==> config.mk <==
export PLATFORM = sky130hd
export DESIGN_NAME = iod_dly_responder
export DESIGN_NICKNAME = d
export VERILOG_FILES = /design/src/rtl/iod_dly_responder.sv
export SDC_FILE = /design/constraint.sdc
export NUM_CORES = 1
export LEC_CHECK = 0
export ABC_AREA = 1
export BUFFER_PORTS_ARGS = -buffer_cell sky130_fd_sc_hd__buf_2
export CORE_AREA = 2 2 56 58
export DETAILED_ROUTE_END_ITERATION = 12
export DIE_AREA = 0 0 58 60
export PLACE_DENSITY = 0.77
export SYNTH_ARGS = -nofsm -noshare
export SYNTH_HDL_FRONTEND = slang
export SYNTH_SLANG_ARGS = --single-unit
==> constraint.sdc <==
create_clock -name SCLK -period 5.3 [get_ports SCLK]
set_input_delay 0.265 -clock SCLK [delete_from_list [all_inputs] [get_ports SCLK]]
set_output_delay 0.265 -clock SCLK [all_outputs]
set_load 0.005 [all_outputs]
==> src/rtl/iod_dly_responder.sv <==
// IOD delay-line responder for RX bit-align training: tap counter,
// settle/evaluate FSM and sticky EARLY/LATE/OOR flags against an eye window.
//
// Ports:
//   SCLK               fabric clock, rising edge
//   RESET              synchronous, active-high reset
//   BIT_ALGN_CLR_FLGS  clear EARLY/LATE/OOR (a simultaneous set wins)
//   BIT_ALGN_LOAD      reload tap to TAP_LOAD_VAL, clear OOR
//   BIT_ALGN_DIR       step direction with MOVE (1 = up, 0 = down)
//   BIT_ALGN_MOVE      one tap step per asserted cycle, saturating
//   EYE_LO / EYE_HI    first / last tap inside the valid eye (unsigned)
//   IOD_EARLY          sticky: tap below EYE_LO at evaluation
//   IOD_LATE           sticky: tap above EYE_HI at evaluation
//   IOD_OOR            sticky: move attempted past the tap range
//   TAPDLY             current tap position
//   SETTLED            high while idle and flags reflect the current tap
//
// Optional feature macro: IOD_RSP_JITTER_EN
//   defined   -> 16-bit LFSR randomly flags taps at the two innermost
//                positions of each eye edge, modelling edge jitter
//   undefined -> deterministic window compare only

module iod_dly_responder #(
  parameter int TAP_CNT_WIDTH = 8,
  parameter int TAP_LOAD_VAL  = 0,
  parameter int SETTLE_CYC    = 4
) (
  input  logic                     SCLK,
  input  logic                     RESET,
  input  logic                     BIT_ALGN_CLR_FLGS,
  input  logic                     BIT_ALGN_LOAD,
  input  logic                     BIT_ALGN_DIR,
  input  logic                     BIT_ALGN_MOVE,
  input  logic [TAP_CNT_WIDTH-1:0] EYE_LO,
  input  logic [TAP_CNT_WIDTH-1:0] EYE_HI,
  output logic                     IOD_EARLY,
  output logic                     IOD_LATE,
  output logic                     IOD_OOR,
  output logic [TAP_CNT_WIDTH-1:0] TAPDLY,
  output logic                     SETTLED
);

  localparam int W = TAP_CNT_WIDTH;

  localparam logic [W-1:0] TAP_INIT = W'(TAP_LOAD_VAL);
  localparam logic [W-1:0] TAP_MAX  = '1;
  localparam logic [W-1:0] TAP_ZERO = '0;
  localparam logic [W-1:0] TAP_ONE  = W'(1);
  localparam logic [3:0]   CNT_INIT = 4'(SETTLE_CYC);

  typedef enum logic [1:0] {
    S_IDLE,
    S_SETTLE,
    S_EVAL
  } state_t;

  // A one-cycle settle time goes straight to evaluation so that the
  // flags always land SETTLE_CYC+1 cycles after the command.
  localparam state_t ST_ARM = (SETTLE_CYC == 1) ? S_EVAL : S_SETTLE;

  state_t       r_state;
  logic [3:0]   r_cnt;
  logic [W-1:0] r_tap;
  logic         r_early;
  logic         r_late;
  logic         r_oor;
  logic         r_settled;

  logic         w_cmd;
  logic         w_up_ok;
  logic         w_dn_ok;
  logic         w_sat;
  logic [W-1:0] w_tap_nxt;
  logic         w_eval;
  logic         w_lo_hit;
  logic         w_hi_hit;
  logic         w_set_early;
  logic         w_set_late;

  assign w_cmd   = BIT_ALGN_LOAD | BIT_ALGN_MOVE;
  assign w_up_ok = (r_tap != TAP_MAX);
  assign w_dn_ok = (r_tap != TAP_ZERO);

  // LOAD overrides MOVE, so a saturating MOVE under LOAD is not an OOR.
  assign w_sat = BIT_ALGN_MOVE & ~BIT_ALGN_LOAD &
                 (BIT_ALGN_DIR ? ~w_up_ok : ~w_dn_ok);

  always_comb begin
    w_tap_nxt = r_tap;
    if (BIT_ALGN_LOAD) begin
      w_tap_nxt = TAP_INIT;
    end else if (BIT_ALGN_MOVE) begin
      if (BIT_ALGN_DIR && w_up_ok) begin
        w_tap_nxt = r_tap + TAP_ONE;
      end else if (!BIT_ALGN_DIR && w_dn_ok) begin
        w_tap_nxt = r_tap - TAP_ONE;
      end
    end
  end

  assign w_eval   = (r_state == S_EVAL);
  assign w_lo_hit = (r_tap < EYE_LO);
  assign w_hi_hit = (r_tap > EYE_HI);

`ifdef IOD_RSP_JITTER_EN
  localparam logic [W:0] WIDE_ONE = (W+1)'(1);

  logic [15:0] r_lfsr;
  logic [W:0]  w_tap_x;
  logic [W:0]  w_lo_x;
  logic [W:0]  w_hi_x;
  logic        w_near_lo;
  logic        w_near_hi;

  // Fibonacci LFSR, taps 16,14,13,11.
  always_ff @(posedge SCLK) begin
    if (RESET) begin
      r_lfsr <= 16'hACE1;
    end else begin
      r_lfsr <= {r_lfsr[14:0],
                 r_lfsr[15] ^ r_lfsr[13] ^ r_lfsr[12] ^ r_lfsr[10]};
    end
  end

  // Widened by one bit so EYE_LO+1 / tap+1 cannot wrap at the top.
  assign w_tap_x   = {1'b0, r_tap};
  assign w_lo_x    = {1'b0, EYE_LO};
  assign w_hi_x    = {1'b0, EYE_HI};
  assign w_near_lo = (w_tap_x >= w_lo_x) &&
                     (w_tap_x <= w_lo_x + WIDE_ONE);
  assign w_near_hi = (w_tap_x <= w_hi_x) &&
                     (w_tap_x + WIDE_ONE >= w_hi_x);

  assign w_set_early = w_eval &
                       (w_lo_hit | (w_near_lo & r_lfsr[0]));
  assign w_set_late  = w_eval &
                       (w_hi_hit | (w_near_hi & r_lfsr[0]));
`else
  assign w_set_early = w_eval & w_lo_hit;
  assign w_set_late  = w_eval & w_hi_hit;
`endif

  always_ff @(posedge SCLK) begin
    if (RESET) begin
      r_state   <= ST_ARM;
      r_cnt     <= CNT_INIT;
      r_tap     <= TAP_INIT;
      r_early   <= 1'b0;
      r_late    <= 1'b0;
      r_oor     <= 1'b0;
      r_settled <= 1'b0;
    end else begin
      r_tap <= w_tap_nxt;

      // Sticky flags: clear first, then any set in this cycle wins.
      r_early <= (r_early & ~BIT_ALGN_CLR_FLGS) | w_set_early;
      r_late  <= (r_late & ~BIT_ALGN_CLR_FLGS) | w_set_late;
      if (BIT_ALGN_LOAD) begin
        r_oor <= 1'b0;
      end else begin
        r_oor <= (r_oor & ~BIT_ALGN_CLR_FLGS) | w_sat;
      end

      // Raised only after a full idle cycle, so it never overlaps
      // the cycle in which flags are still being written.
      r_settled <= (r_state == S_IDLE) & ~w_cmd;

      if (w_cmd) begin
        r_state <= ST_ARM;
        r_cnt   <= CNT_INIT;
      end else begin
        unique case (r_state)
          S_IDLE: begin
            r_state <= S_IDLE;
          end
          S_SETTLE: begin
            if (r_cnt <= 4'd2) begin
              r_state <= S_EVAL;
            end else begin
              r_cnt <= r_cnt - 4'd1;
            end
          end
          S_EVAL: begin
            r_state <= S_IDLE;
          end
          default: begin
            r_state <= S_IDLE;
          end
        endcase
      end
    end
  end

  assign IOD_EARLY = r_early;
  assign IOD_LATE  = r_late;
  assign IOD_OOR   = r_oor;
  assign TAPDLY    = r_tap;
  assign SETTLED   = r_settled;

endmodule

==> impl_summary.log <==
INFO  metric run_status = completed
INFO  metric grt_pass1_vias = 1257
INFO  metric fp.dieArea = 0.00348 mm2
INFO  metric fmax = 450 MHz
INFO  metric drt_first_iter_violations = 99
INFO  metric grt_max_degree = 11
INFO  metric ff2ff_path_depth = 13
INFO  metric area.sequential = 360 um2
INFO  metric regToRegEndpoint = TAPDLY[6]
INFO  metric area_growth_syn_to_layout = 16.3%
INFO  metric sum_neg_setup_slack = 0 ns
INFO  metric routed_wire_length_per_instance = 10.4 um
INFO  metric seq_area_frac_synth = 0.242
INFO  metric leading_cell_type_in_the_layout_fill_and_taps_excluded = sky130_fd_sc_hd__nand2_1
INFO  metric critical_path.startpoint = TAPDLY[3]
INFO  metric routability_driven_placement_congestion_ratio = 0.925
INFO  metric postCtsResizedCells = 0
INFO  metric report.final.hold_viol_count = 0
INFO  metric dpl_worst_slack = 3.12 ns
INFO  metric drt_pre_antenna_iters = 4
INFO  metric asyncSetResetFlopFracSynth = 0
INFO  metric maxSlewViolCount = 0
INFO  metric drt.antenna.violating_nets = 0
INFO  metric ioPinCount = 34
INFO  metric ir_worst_vdd = 145 uV
INFO  metric worst_setup_hold_path_clk_slew = 0.11 ns
INFO  metric synth_flop_cell = sky130_fd_sc_hd__dfxtp_1
INFO  metric synth_cells = 223
INFO  metric tightest_slew = 0.325 ns
INFO  metric final_cell_mix = 67 x sky130_fd_sc_hd__nand2_1, 34 x sky130_fd_sc_hd__inv_1, 33 x sky130_fd_sc_hd__buf_2, 23 x sky130_fd_sc_hd__ha_1, 21 x sky130_fd_sc_hd__nor2_1
INFO  metric postSynthRegisterBits = 18
INFO  metric number_of_enable_type_register_cells_in_the_synthesized_netlist = 0
INFO  metric p_per_area = 186 mW/mm2
INFO  metric htree_num_levels = 1
INFO  metric viasPerCell = 4.87
INFO  metric post_synth.cell_area_avg = 6.68 um2
INFO  metric core_area = 0.00290 mm2
INFO  metric routed_wl = 3040 um
INFO  metric final_worst_path_setup_slack = 3.08 ns
INFO  metric worst-path-max-fanout = 8
INFO  metric num_rows = 20
INFO  metric clock_tree.buffer_depth = 2
INFO  metric clock-sinks = 18
INFO  metric slew-limit-headroom = 0.783
INFO  metric reg2reg_slack = 3.08 ns
INFO  metric fp.dieW = 58 um
INFO  metric worst-endpoint-required = 5.51 ns
INFO  metric antenna_cells_inserted = 0
INFO  metric post_cts_setup_buffer_count = 0
INFO  metric grt_overflow = 0
INFO  metric synth_cell_type_count = 28
INFO  metric fin_worst_skew = 0.00395 ns
INFO  metric grt_pass1_wl = 5310 um
INFO  metric min-delay-start = RESET
INFO  metric post_cts_hold_buffer_count = 0
INFO  metric path_class = reg2reg
INFO  metric seq_power_share = 0.457
INFO  metric drcViolationCount = 0
INFO  metric setup_viol_count_final = 0
INFO  metric clock_power_share = 0.270
INFO  metric synthesis.yosys.warnings = 0
INFO  metric post-route-period-util = 0.419
INFO  metric fillerInstances = 285
INFO  metric port_buffers = 33
INFO  metric nNetsFinal = 307
INFO  metric net_switching_component_of_the_power = 104 uW
INFO  metric internal_power = 219 uW
INFO  metric synth.net_count = 269
INFO  metric rsz_0062_raised_after_global_routing = false
INFO  metric reg2reg_from = TAPDLY[3]
INFO  metric root_buffer = sky130_fd_sc_hd__clkbuf_4
INFO  metric hold_path_class = in2reg
INFO  metric tritoncts = built
INFO  metric post-route-min-period = 2.22 ns
INFO  metric area_taken_by_multi_input_logic_gates = 986 um2
INFO  metric global_route.usage.total = 0.197
INFO  metric start_util = 0.513
INFO  metric clkLatencyLatePin = 0.30 ns
INFO  metric share_of_post_route_cells_with_drive_strength_above_1 = 0.196
INFO  metric via_count = 1426
INFO  metric antenna_found_initial = 0
INFO  metric dp_hpwl = 2470 um
INFO  metric comb_power_share = 0.273
INFO  metric cts_made_buffers = 3
INFO  metric critical_path.startpoint_type = register
INFO  metric critPathArrivalTime = 2.43 ns
INFO  metric endpoint = TAPDLY[6]
INFO  metric mappedNetlistArea = 0.00149 mm2
INFO  metric setup.worst_path.end_class = register
INFO  metric leakage = 0.980 nW
INFO  metric power_switching_share = 0.323
INFO  metric die_h = 60 um
INFO  metric drv.max_cap_violation_count = 0
## layer usage
metal	share of wire	wire [um]	global-route usage	up-vias
met5	0	0	0	-
met2	0.44	1330	0.317	44
li1	-	-	-	784
met4	0.030	91	0.106	0
met3	0.050	151	0.0130	7
met1	0.48	1470	0.265	591
## synthesized netlist by cell type, types with 3 or more instances
cell | instances | area share
sky130_fd_sc_hd__nor2_2 | 3 | 0.013
sky130_fd_sc_hd__o21ai_0 | 4 | 0.013
sky130_fd_sc_hd__ha_1 | 23 | 0.19
sky130_fd_sc_hd__o21a_1 | 3 | 0.015
sky130_fd_sc_hd__nand2_1 | 67 | 0.17
sky130_fd_sc_hd__dfxtp_1 | 18 | 0.24
sky130_fd_sc_hd__nand2_2 | 3 | 0.013
sky130_fd_sc_hd__nand4_1 | 3 | 0.013
sky130_fd_sc_hd__nand3_1 | 6 | 0.020
sky130_fd_sc_hd__inv_1 | 34 | 0.086
sky130_fd_sc_hd__a21oi_1 | 19 | 0.064
sky130_fd_sc_hd__nor2_1 | 21 | 0.053
## cells by family (layout without fill, tap and decap cells)
logic type / count (synthesis) / in the layout / share of synthesized area
fa+ha+maj: 24 / 24 / 0.207
buf+inv: 37 / 74 / 0.0966
xor+xnor: 3 / 3 / 0.0176
flops: 18 / 18 / 0.242
compound gates: 30 / 30 / 0.111
simple gates: 111 / 111 / 0.327
## metrics by stage
step	cells	area, um2	hold slack, ns	utilization	total power, mW
floorplan	223	1490	0.334	-	0.213
global placement	289	1700	0.413	0.584	0.238
detailed placement	289	1700	0.430	0.584	0.239
CTS	293	1730	0.142	0.597	0.325
global route	293	1730	0.141	0.597	0.347
finish	293	1730	0.149	0.597	0.323
## final cells by class
type,count,share of cell area
flip-flops and latches,18,0.208
repair buffers,33,0.0953
well taps,33,0.0238
inverters,37,0.0830
clock buffers,4,0.0209
multi-input cells,168,0.569
## worst min path at each step
stage | endpoint | cells past startpoint | slack, ns
floorplan | IOD_EARLY | 1 | 0.33
global placement | SETTLED | 1 | 0.41
detailed placement | SETTLED | 1 | 0.43
CTS | IOD_EARLY | 2 | 0.14
global route | IOD_EARLY | 2 | 0.14
finish | IOD_LATE | 2 | 0.15
## state kept, by name (all words and copies together) (netlist names)
signal	count
TAPDLY	8
r_cnt	4
r_state	2
IOD_EARLY	1
IOD_LATE	1
IOD_OOR	1
SETTLED	1
## power groups by stage
stage               registers, mW  clock network (mW)  logic (mW)
global placement            0.151                   0      0.0872
floorplan                   0.149                   0      0.0635
detailed placement          0.151                   0      0.0878
finish                      0.148              0.0871      0.0881
global route                0.149              0.0941       0.104
CTS                         0.148              0.0894      0.0882
## critical path: stages, from the launching register on
cell                      delay, ns
sky130_fd_sc_hd__dfxtp_1       0.49
sky130_fd_sc_hd__nand2_1       0.14
sky130_fd_sc_hd__nor2_4        0.13
sky130_fd_sc_hd__nand2_1       0.07
sky130_fd_sc_hd__nand2_1       0.23
sky130_fd_sc_hd__ha_1          0.36
sky130_fd_sc_hd__nand2_1       0.10
sky130_fd_sc_hd__inv_1         0.05
sky130_fd_sc_hd__o21ai_0       0.20
sky130_fd_sc_hd__nand3_1       0.11
sky130_fd_sc_hd__nand2_1       0.07
sky130_fd_sc_hd__nand2_1       0.04
sky130_fd_sc_hd__nor2_1        0.08
sky130_fd_sc_hd__nor2_1        0.05
No activity file was read; power rests on OpenSTA's default activity.
